[config.mk]
export PLATFORM = sky130hd
export DESIGN_NAME = sad_accum
export DESIGN_NICKNAME = d
export VERILOG_FILES = /design/src/rtl/sad_accum.sv
export SDC_FILE = /design/constraint.sdc
export NUM_CORES = 1
export LEC_CHECK = 0
export ABC_AREA = 1
export BUFFER_PORTS_ARGS = -buffer_cell sky130_fd_sc_hd__buf_4
export CORE_ASPECT_RATIO = 0.8
export CORE_UTILIZATION = 38
export CTS_CLUSTER_DIAMETER = 60
export DETAILED_ROUTE_END_ITERATION = 12
export SYNTH_ARGS = -nofsm -noshare
export SYNTH_HDL_FRONTEND = slang
export SYNTH_SLANG_ARGS = --single-unit
[constraint.sdc]
create_clock -name clk -period 1.89 [get_ports clk]
set_input_delay 0.2835 -clock clk [delete_from_list [all_inputs] [get_ports clk]]
set_output_delay 0.2835 -clock clk [all_outputs]
set_load 0.03 [all_outputs]
[src/rtl/sad_accum.sv]
// rtl/sad_accum.sv - block sum-of-absolute-differences accumulator with result handshake.
// Optional build macro SAD_ACCUM_SAT_EN: saturate the accumulator instead of wrapping.
module sad_accum #(
    parameter int N     = 8,
    parameter int SUM_W = 7
) (
    input  logic             clk,
    input  logic             rst,
    input  logic             start,
    input  logic [3:0]       diff,
    input  logic             din_valid,
    output logic             din_ready,
    output logic [SUM_W-1:0] sad,
    output logic             sad_valid,
    input  logic             sad_ready,
    output logic             busy
);

    localparam int CNT_W = $clog2(N + 1);
    localparam logic [CNT_W-1:0] LAST_IDX = CNT_W'(N - 1);

    typedef enum logic [1:0] {
        IDLE = 2'd0,
        ACC  = 2'd1,
        DONE = 2'd2
    } state_t;

    state_t           state, state_nxt;
    logic [SUM_W-1:0] acc, acc_nxt;
    logic [SUM_W-1:0] sad_nxt;
    logic [CNT_W-1:0] cnt, cnt_nxt;
    logic [SUM_W-1:0] sum;
    logic             xfer;
    logic             last;

`ifdef SAD_ACCUM_SAT_EN
    // One extra bit catches the carry so the sum can clamp at all-ones.
    logic [SUM_W:0] sum_wide;
    assign sum_wide = {1'b0, acc} + {{(SUM_W - 3){1'b0}}, diff};
    assign sum      = sum_wide[SUM_W] ? {SUM_W{1'b1}} : sum_wide[SUM_W-1:0];
`else
    assign sum = acc + {{(SUM_W - 4){1'b0}}, diff};
`endif

    assign xfer = din_valid && (state == ACC);
    assign last = (cnt == LAST_IDX);

    always_ff @(posedge clk or posedge rst) begin
        if (rst) begin
            state <= IDLE;
            acc   <= '0;
            cnt   <= '0;
            sad   <= '0;
        end else begin
            state <= state_nxt;
            acc   <= acc_nxt;
            cnt   <= cnt_nxt;
            sad   <= sad_nxt;
        end
    end

    always_comb begin
        state_nxt = state;
        acc_nxt   = acc;
        cnt_nxt   = cnt;
        sad_nxt   = sad;
        case (state)
            IDLE: begin
                if (start) begin
                    state_nxt = ACC;
                    acc_nxt   = '0;
                    cnt_nxt   = '0;
                end
            end
            ACC: begin
                if (xfer) begin
                    acc_nxt = sum;
                    cnt_nxt = cnt + CNT_W'(1);
                    // The final sample goes straight into the result register.
                    if (last) begin
                        state_nxt = DONE;
                        sad_nxt   = sum;
                    end
                end
            end
            DONE: begin
                if (sad_ready) begin
                    state_nxt = IDLE;
                end
            end
            default: begin
                state_nxt = IDLE;
            end
        endcase
    end

    always_comb begin
        din_ready = (state == ACC);
        sad_valid = (state == DONE);
        busy      = (state != IDLE);
    end

endmodule

==> results of run 1 <==
state kept, by name, summed over array words and instances, names as in the netlist:
register / count
cnt: 4
sad: 7
acc: 7
state: 2
cells in the mapped netlist (2+ instances only):
library cell  count
nand2_4           2
o21ai_2           2
nand3_1          15
nor3_1            2
o21ai_0           5
inv_1            20
nor2_1            6
a21oi_1           4
dfrtp_1          20
ha_1              5
nand2_1          40
inv_2             2
how the worst max path moves through the flow:
| stage | depth (start not counted) | end | startpoint | slack (ns) |
|---|---|---|---|---|
| after floorplan | 9 | acc[6] | acc[0] | 0.44 |
| after global placement | 10 | sad[6] | diff[0] | 0.33 |
| after detailed placement | 10 | acc[6] | diff[0] | 0.31 |
| after CTS | 9 | acc[6] | acc[0] | 0.30 |
| after global routing | 9 | sad[6] | acc[0] | 0.16 |
| final | 9 | acc[6] | acc[0] | 0.31 |
power by group:
group | internal (mW) | total, mW | switching (mW)
clock network | 0.118 | 0.255 | 0.137
logic | 0.375 | 1.04 | 0.666
registers | 0.608 | 0.726 | 0.118
total | 1.10 | 2.02 | 0.921
metrics by stage:
| step | utilization, % | worst slack [ns] | std cells |
|---|---|---|---|
| 3_5_place_dp | 49.5 | 0.309 | 188 |
| 5_1_grt | 51.3 | 0.165 | 193 |
| 6_report | 51.3 | 0.310 | 193 |
| 3_3_place_gp | 49.5 | 0.333 | 188 |
| 2_1_floorplan | - | 0.436 | 133 |
| 4_1_cts | 51.3 | 0.300 | 193 |
layout make-up:
type	count	area (um^2)	share of cell area, %
Multi-Input combinational cell	89	493	37.2
Sequential cell	20	500	37.8
Tap cell	36	45.0	3.40
Timing Repair Buffer	20	153	11.5
Clock buffer	4	36.3	2.74
Inverter	24	97.6	7.37
placed cells by master, fill, tap and decap left out, types with 2 or more instances in the layout:
cell      instances
nand3_1          15
nand2_4           2
nand2_1          40
inv_2             2
o21ai_2           2
o21ai_0           5
buf_4            19
nor2_1            6
ha_1              5
inv_1            20
nor3_1            2
clkbuf_4          3
dfrtp_1          20
a21oi_1           4
cells by family (layout without fill, tap and decap cells):
group,count (synthesis),after routing,share of synthesized area [%]
and+or+nand+nor,68,68,29.5
buffers and inverters,24,48,8.95
AOI/OAI and AO/OA,15,15,8.14
DFF,20,20,45.9
adders and majority gates,6,6,7.57
per-layer routing:
layer	track usage, %	up-vias
met2	23.8	19
li1	-	478
met3	5.77	4
met5	0	-
met1	22.9	410
met4	4.44	0
worst reg2reg max path, stage by stage (launching register included):
cell,delay (ns)
dfrtp_1,0.38
ha_1,0.17
inv_1,0.06
fa_1,0.38
inv_1,0.08
nand3_1,0.08
nand2_1,0.11
nand3_1,0.09
nand3_1,0.09
nand2_1,0.05
==> run summary, run 1 <==
Die Wd: 61.9 um
asr flop ratio synth: 100%
final slew viol count: 0
max-cap violation count: 0
Worst-Margin Slew: 0.270 ns
WP data required: 2.10 ns
clock buffer depth: 2
flops & latches, synth: 20
r2r setup slk: 0.31 ns
WP buf/inv: 2
initial antenna violation count: 0
final hold violations: 0
worst-path maximum fanout: 3
synth top area cells: dfrtp_1, nand2_1, inv_1, nand3_1, ha_1
CTS H-tree lvls: 1
# diodes: 0
Post-Syn Area: 1090 um^2
net count reported at finish: 173
DRC Markers: 0
DR WL met3: 100 um
area of placed instances: 1280 um^2
Iter 0 DRT Violations: 36
Routed Antenna Nets: 0
synthesized netlist cell count: 133
sequential area share after synthesis: 45.9%
port bufs: 18
first-pass GRT wire length: 3660 um
WL/cell: 11.5 um
status: finished, final reports clean
CP most frequent cell: nand3_1
Clock transition at path regs: 0.12 ns
smallest hold slack: 0.127 ns
post_cts resized: 0
Top FF cell, synth: dfrtp_1
Worst setup EP type: flip-flop
CTS tree: done
fraction of layout cells with a size suffix above 1: 21.7%
headroom to the max-slew limit: 81.9%
TNS Setup: 0 ns
CP Class: reg -> reg
Clock Root Buffer: clkbuf_4
slowest stage delay, CP: 0.38 ns
post-route cell area: 1330 um^2
R2R depth: 9
Routed WL: 2230 um
Core Area: 2580 um^2
P per Cell Area: 1530 nW/um^2
gr usage total: 16.4%
Tmin final: 1.58 ns
Detailed Routing Iterations Pass 1: 4
LEAKAGE: 0.745 nW
slowest stage cell, crit path: dfrtp_1
hold depth: 2
syn_nets: 148
Final Wtd Congestion: 0.833
Placement Rows: 16
clk sinks: 20
Yosys warning count: 0
postcts setup bufs: 0
VDD IR max: 757 uV
Clock Skews: 0.00503 ns
Reg2Reg Capture Point: acc[6]
Die Y: 49.9 um
die area: 3090 um^2
pin count of the biggest net entering global routing: 21
hold wc startpoint: sad_ready
critical path, cell by cell: ha_1, inv_1, fa_1, inv_1, nand3_1, nand2_1, nand3_1, nand3_1, nand2_1
met1 wire length: 1110 um
uppermost layer routed: met4
Design Power: 2.02 mW
GRT overflow: 0
RR Startpoint: acc[0]
FMAX: 633 MHz
area share of the largest cell type after synthesis: 45.9%
clk_lat worst skew: 0.30 ns
Met2 Routed Length: 989 um
CTS buffer count: 3
DR vias/cell: 4.72
crit share post-route: 83.6%
hold path endpoint: state[1]
Ports: 19
Top delay family on crit path: adder cells
Worst setup SP type: flip-flop
vias in the first global route: 786
dpl hpwl: 1710 um
RSZ-0062 raised after global routing: no
area grow syn2layout: 21.4%
EDFF count, synth: 0
setup violators final: 0
post-synth top area cell: dfrtp_1
Hold Crit Class: in -> reg
number of distinct library cells after synthesis: 22
Initial Util: 42.2%
CTS Hold Bufs: 1
Avg Cell Area, Syn: 8.20 um^2
total number of vias: 911
fill count: 244
Arr. time, crit path: 1.79 ns
Power figures use the tool's default switching activity.
==> run 2, diff against run 1 <==
Clock period 1.89 ns to 1.4 ns, I/O delays scaled along.
==> run 2 against run 1 <==
The flow now finishes with violations (setup timing); non-clock buffer count grew 1; maximum frequency rose by 8.0%; total power up 36%; sequential share of layout area shrank 1.0 points; critical endpoint is now sad[6]; highest routed layer is now met3.
==> run summary, run 2 (synthesized netlist as in run 1, its figures left out) <==
P per Cell Area: 2020 nW/um^2 (+32%)
post-route cell area: 1360 um^2 (+2.7%)
total number of vias: 901 (-1.1%)
CTS tree: done
area of placed instances: 1290 um^2 (+0.78%)
Storage cell area: 500 um^2 (unchanged)
Clock Skews: 0.00672 ns (+0.00169 ns)
final slew viol count: 0 (unchanged)
P_sw: 1.24 mW (+35%)
biggest regs: acc x7, sad x7, cnt x4
clk_lat worst skew: 0.30 ns (about the same)
Routed Antenna Nets: 0 (unchanged)
Worst setup SP type: flip-flop
slowest stage delay, CP: 0.36 ns (-0.02 ns)
# diodes: 0 (unchanged)
Worst setup EP type: flip-flop
Pint: 1.50 mW (+36%)
Sw Ratio: 45.3% (-0.26 points)
crit share post-route: 105% (+21 points)
Die Wd: 61.9 um (unchanged)
critical path, cell by cell: ha_2, inv_2, fa_2, inv_2, nand3_2, nand2_2, nand3_1, nand3_1, nand2_1
Iter 0 DRT Violations: 21 (-42%)
VDD IR max: 873 uV (+15%)
DR vias/cell: 4.67 (-1.1%)
Routed WL: 2140 um (-4.1%)
DR WL met3: 59 um (-41%)
Met2 Routed Length: 958 um (-3.1%)
vias in the first global route: 802 (+2.0%)
FMAX: 683 MHz (+8.0%)
headroom to the max-slew limit: 82.8% (+0.90 points)
gr usage total: 15.5% (-0.96 points)
RSZ-0062 raised after global routing: yes
pre-CTS WS: -0.0880 ns (-0.397 ns)
dpl hpwl: 1610 um (-5.7%)
Final Util: 52.7% (+1.4 points)
initial antenna violation count: 0 (unchanged)
WL/cell: 11.1 um (-4.1%)
most common cell after layout, fill and taps aside: nand2_1
Clock Root Buffer: clkbuf_4
GRT overflow: 0 (unchanged)
Core Area: 2580 um^2 (unchanged)
multi-input logic area: 536 um^2 (+8.6%)
met1 wire length: 1120 um (+0.63%)
pin count of the biggest net entering global routing: 21 (unchanged)
Worst-Margin Slew: 0.257 ns (-0.0134 ns)
Clock Power Share: 9.8% (-2.8 points)
net count reported at finish: 174 (+0.58%)
Hold Crit Class: in -> reg
Clock transition at path regs: 0.11 ns (about the same)
Top delay family on crit path: adder cells
WP data required: 1.60 ns (-0.50 ns)
status: finished, violations left
Ports: 19 (unchanged)
slowest stage cell, crit path: dfrtp_1
setup violators final: 4 (+4)
uppermost layer routed: met3
failing checks: setup timing
Die Y: 49.9 um (unchanged)
Tmin final: 1.46 ns (-0.117 ns)
CTS H-tree lvls: 1 (unchanged)
most frequent cells in the layout: nand2_1, dfrtp_1, buf_4
LEAKAGE: 0.738 nW (-0.89%)
Final Wtd Congestion: 0.783 (-6.1%)
fraction of layout cells with a size suffix above 1: 28.0% (+6.4 points)
worst-path maximum fanout: 3 (unchanged)
Combinational Power Share: 54.0% (+2.5 points)
final hold violations: 0 (unchanged)
CTS buffer count: 3 (unchanged)
clk sinks: 20 (unchanged)
final setup margin: -0.0631 ns (-0.373 ns)
fill count: 261 (+7.0%)
Initial Util: 42.2% (unchanged)
WP buf/inv: 2 (unchanged)
area grow syn2layout: 24.8%
DRC Markers: 0 (unchanged)
port bufs: 18 (unchanged)
clock buffer depth: 2 (unchanged)
CP Class: reg -> reg
die area: 3090 um^2 (unchanged)
first-pass GRT wire length: 3550 um (-3.0%)
Detailed Routing Iterations Pass 1: 4 (unchanged)
Placement Rows: 16 (unchanged)
max-cap violation count: 0 (unchanged)
Arr. time, crit path: 1.67 ns (-0.12 ns)
Seq pwr share: 36.2% (+0.3 points)
-- run 2: cell count changes in the layout (fill, tap and decap cells not counted), moves of 2 or more --
cell | previous run | this run
ha_1 | 5 | 2
nand2_1 | 40 | 38
inv_1 | 20 | 18
ha_4 | 0 | 2
nand2_2 | 0 | 2
inv_2 | 2 | 4
-- run 2: cell type report --
type | instances | share of cell area, %
clock buffers | 3 | 1.65
inverters | 24 | 7.17
multi-input cells | 89 | 39.3
flip-flops and latches | 20 | 36.8
well taps | 36 | 3.31
repair buffers | 21 | 11.8
-- run 2: through the flow --
stage	TNS, ns	total power, mW	hold WS, ns	cells
after global routing	-0.618	3.00	0.0428	193
after floorplan	0	2.00	0.174	133
final	-0.178	2.74	0.0642	193
after CTS	-0.234	2.69	0.0617	192
after global placement	-0.174	2.38	0.262	188
after detailed placement	-0.270	2.40	0.263	188
-- run 2: routing by layer --
layer	up-vias	track usage, %
li1	470	-
met2	12	23.5
met5	-	0
met1	419	22.4
met3	0	4.72
met4	0	1.11
-- run 2: what timing repair did --
item | in CTS | in global routing
hold endpoints to repair | 20 | 0
pin swaps | 4 | 2
setup buffers | 0 | 1
gates resized for setup | 2 | 4
endpoints found under the setup margin | 4 | 9
hold buffers | 1 | 0
-- run 2: final timing paths --
path / startpoint / to / slack [ns] / depth (start not counted)
worst max register to register: acc[0] / sad[6] / -0.06 / 9
max in group asynchronous: rst / acc[1] / 0.70 / 4
worst min-delay path: sad_ready / state[1] / 0.06 / 2
worst max-delay path: acc[0] / sad[6] / -0.06 / 9
worst min register to register: sad[6] / sad[6] / 0.48 / 2
min in group asynchronous: rst / state[1] / 0.48 / 4
-- run 2: power by group through the flow --
stage / Clock (mW) / Combinational [mW] / Sequential, mW
final: 0.269 / 1.48 / 0.994
after global routing: 0.304 / 1.68 / 1.02
after CTS: 0.280 / 1.43 / 0.981
after detailed placement: 0 / 1.41 / 0.992
after global placement: 0 / 1.39 / 0.982
after floorplan: 0 / 0.855 / 1.15
==> run 3, diff against run 2 <==
Settings changed: CTS_CLUSTER_DIAMETER 60 to default, SETUP_SLACK_MARGIN from default to 0.4.
==> run 3 against run 2 <==
The flow still finishes with violations (setup timing); critical path depth increased by 1; routed wire length increased by 25%; register-to-register slack got worse by 0.02 ns; maximum frequency decreased by 1.0%; sequential share of layout area decreased by 7.3 points; global-route usage increased by 1.8 points; via count increased by 11%; setup slack got worse by 0.015 ns; clock-buffer cell count unchanged; critical path type unchanged; critical endpoint unchanged; largest cell class unchanged; largest power group unchanged.
==> run summary, run 3 (synthesized netlist as in run 1, its figures left out) <==
status: finished, violations left
failing checks: setup timing
critical path endpoint: sad[6]
placed insts: 188 (unchanged)
gr busiest metal: met2
setup violators final: 4 (unchanged)
worst-path maximum fanout: 3 (unchanged)
met1 usage: 24.0% (+1.6 points)
GRT overflow: 0 (unchanged)
Core Area: 2580 um^2 (unchanged)
Arr. time, crit path: 1.72 ns (+0.05 ns)
Die Y: 49.9 um (unchanged)
RSZ-0062 raised after global routing: yes
Ports: 19 (unchanged)
r2r setup slk: -0.08 ns (-0.02 ns)
gr usage total: 17.3% (+1.8 points)
most common cell after layout, fill and taps aside: nand2_1
fill count: 198 (-24%)
R2R depth: 10 (+1)
origin of the worst setup path: acc[0]
DR vias/cell: 4.83 (+3.5%)
port bufs: 18 (unchanged)
Design Power: 3.47 mW (+26%)
WP data required: 1.64 ns (+0.04 ns)
RR Startpoint: acc[0]
Worst-Margin Slew: 0.332 ns (+0.0755 ns)
Reg2Reg Capture Point: sad[6]
Die Wd: 61.9 um (unchanged)
Placement Rows: 16 (unchanged)
CTS tree: done
Clock Root Buffer: clkbuf_4
dpl hpwl: 1580 um (-1.8%)
Final Util: 66.1% (+13 points)
max-cap violation count: 0 (unchanged)
total number of vias: 1000 (+11%)
headroom to the max-slew limit: 77.7% (-5.1 points)
Routed WL: 2660 um (+25%)
Detailed Routing Iterations Pass 1: 4 (unchanged)
final hold violations: 0 (unchanged)
fraction of layout cells with a size suffix above 1: 53.2% (+25 points)
Clock transition at path regs: 0.12 ns (about the same)
Clock Skews: 0.00566 ns (-0.00107 ns)
WL/cell: 12.9 um (+16%)
Worst setup SP type: flip-flop
Initial Util: 42.2% (unchanged)
clk_lat worst skew: 0.30 ns (about the same)
hold depth: 2 (unchanged)
Final Wtd Congestion: 0.827 (+5.7%)
clk sinks: 20 (unchanged)
CTS H-tree lvls: 1 (unchanged)
FMAX: 676 MHz (-1.0%)
DRC Markers: 0 (unchanged)
CP Class: reg -> reg
most frequent cells in the layout: nand2_1, buf_4, dfrtp_1
P per Cell Area: 2030 nW/um^2 (+0.64%)
LEAKAGE: 0.868 nW (+18%)
final slew viol count: 0 (unchanged)
biggest regs: acc x7, sad x7, cnt x4
final setup margin: -0.0786 ns (-0.0155 ns)
initial antenna violation count: 0 (unchanged)
Tmin final: 1.48 ns (+0.0155 ns)
crit share post-route: 106% (+1.1 points)
Worst setup EP type: flip-flop
net count reported at finish: 188 (+8.0%)
VDD IR max: 1050 uV (+21%)
met2 usage: 27.2% (+3.8 points)
met3 usage: 4.72% (unchanged)
CTS buffer count: 3 (unchanged)
die area: 3090 um^2 (unchanged)
# diodes: 0 (unchanged)
Routed Antenna Nets: 0 (unchanged)
Iter 0 DRT Violations: 25 (+19%)
area grow syn2layout: 56.5%
pin count of the biggest net entering global routing: 21 (unchanged)
Hold Crit Class: in -> reg
Cell Count, Final, Fillers Out: 207 (+7.3%)
vias in the first global route: 912 (+14%)
first-pass GRT wire length: 3900 um (+9.9%)
clock buffer depth: 2 (unchanged)
## run 3: worst min path at each step
stage	slack, ns	startpoint	endpoint
3_3_place_gp	0.26	rst	acc[1]
6_report	0.06	sad_ready	state[1]
5_1_grt	0.05	sad_ready	state[1]
2_1_floorplan	0.17	rst	acc[0]
4_1_cts	0.07	sad_ready	state[1]
3_5_place_dp	0.26	rst	acc[1]
## run 3: cell type report
cell class	instances	area, um^2	area share [%]
Timing Repair inverter	1	8.76	0.513
Tap cell	36	45.0	2.64
Timing Repair Buffer	34	312	18.2
Multi-Input combinational cell	89	694	40.7
Clock buffer	3	22.5	1.32
Inverter	24	123	7.18
Sequential cell	20	503	29.5
## run 3: through the flow
stage	worst slack [ns]	instance area, um^2	hold WS, ns	setup TNS [ns]
2_1_floorplan	0.0353	1160	0.174	0
3_3_place_gp	-0.0260	1340	0.264	-0.0484
3_5_place_dp	-0.0371	1340	0.262	-0.122
4_1_cts	-0.0669	1470	0.0712	-0.218
5_1_grt	-0.173	1710	0.0539	-0.688
6_report	-0.0786	1710	0.0609	-0.261
## run 3: per-layer routing
layer / vias to the layer above / wire (um)
met5: - / 0
met4: 0 / 27
met3: 4 / 127
met2: 30 / 1290
met1: 463 / 1220
li1: 503 / -
## run 3: power by group
part           switching (mW)  internal, mW
logic                    1.17         0.963
registers               0.235         0.824
clock network           0.177         0.100
total                    1.58          1.89
## run 3: repair_timing
| action | in CTS | in global routing |
|---|---|---|
| setup endpoints to repair | 29 | 30 |
| hold buffers | 1 | 0 |
| gates cloned | 0 | 1 |
| pin swaps | 9 | 12 |
| resized for setup | 16 | 42 |
| setup buffers | 6 | 8 |
| endpoints found under the hold margin | 20 | 0 |
## run 3: worst max-delay path, cell delays in order, from the launching register on
cell     delay (ns)
dfrtp_1        0.37
ha_2           0.19
inv_2          0.04
fa_2           0.34
inv_2          0.07
nand3_2        0.07
nand2_2        0.09
nand2_1        0.05
nand2_1        0.07
nand3_1        0.07
nand2_1        0.07
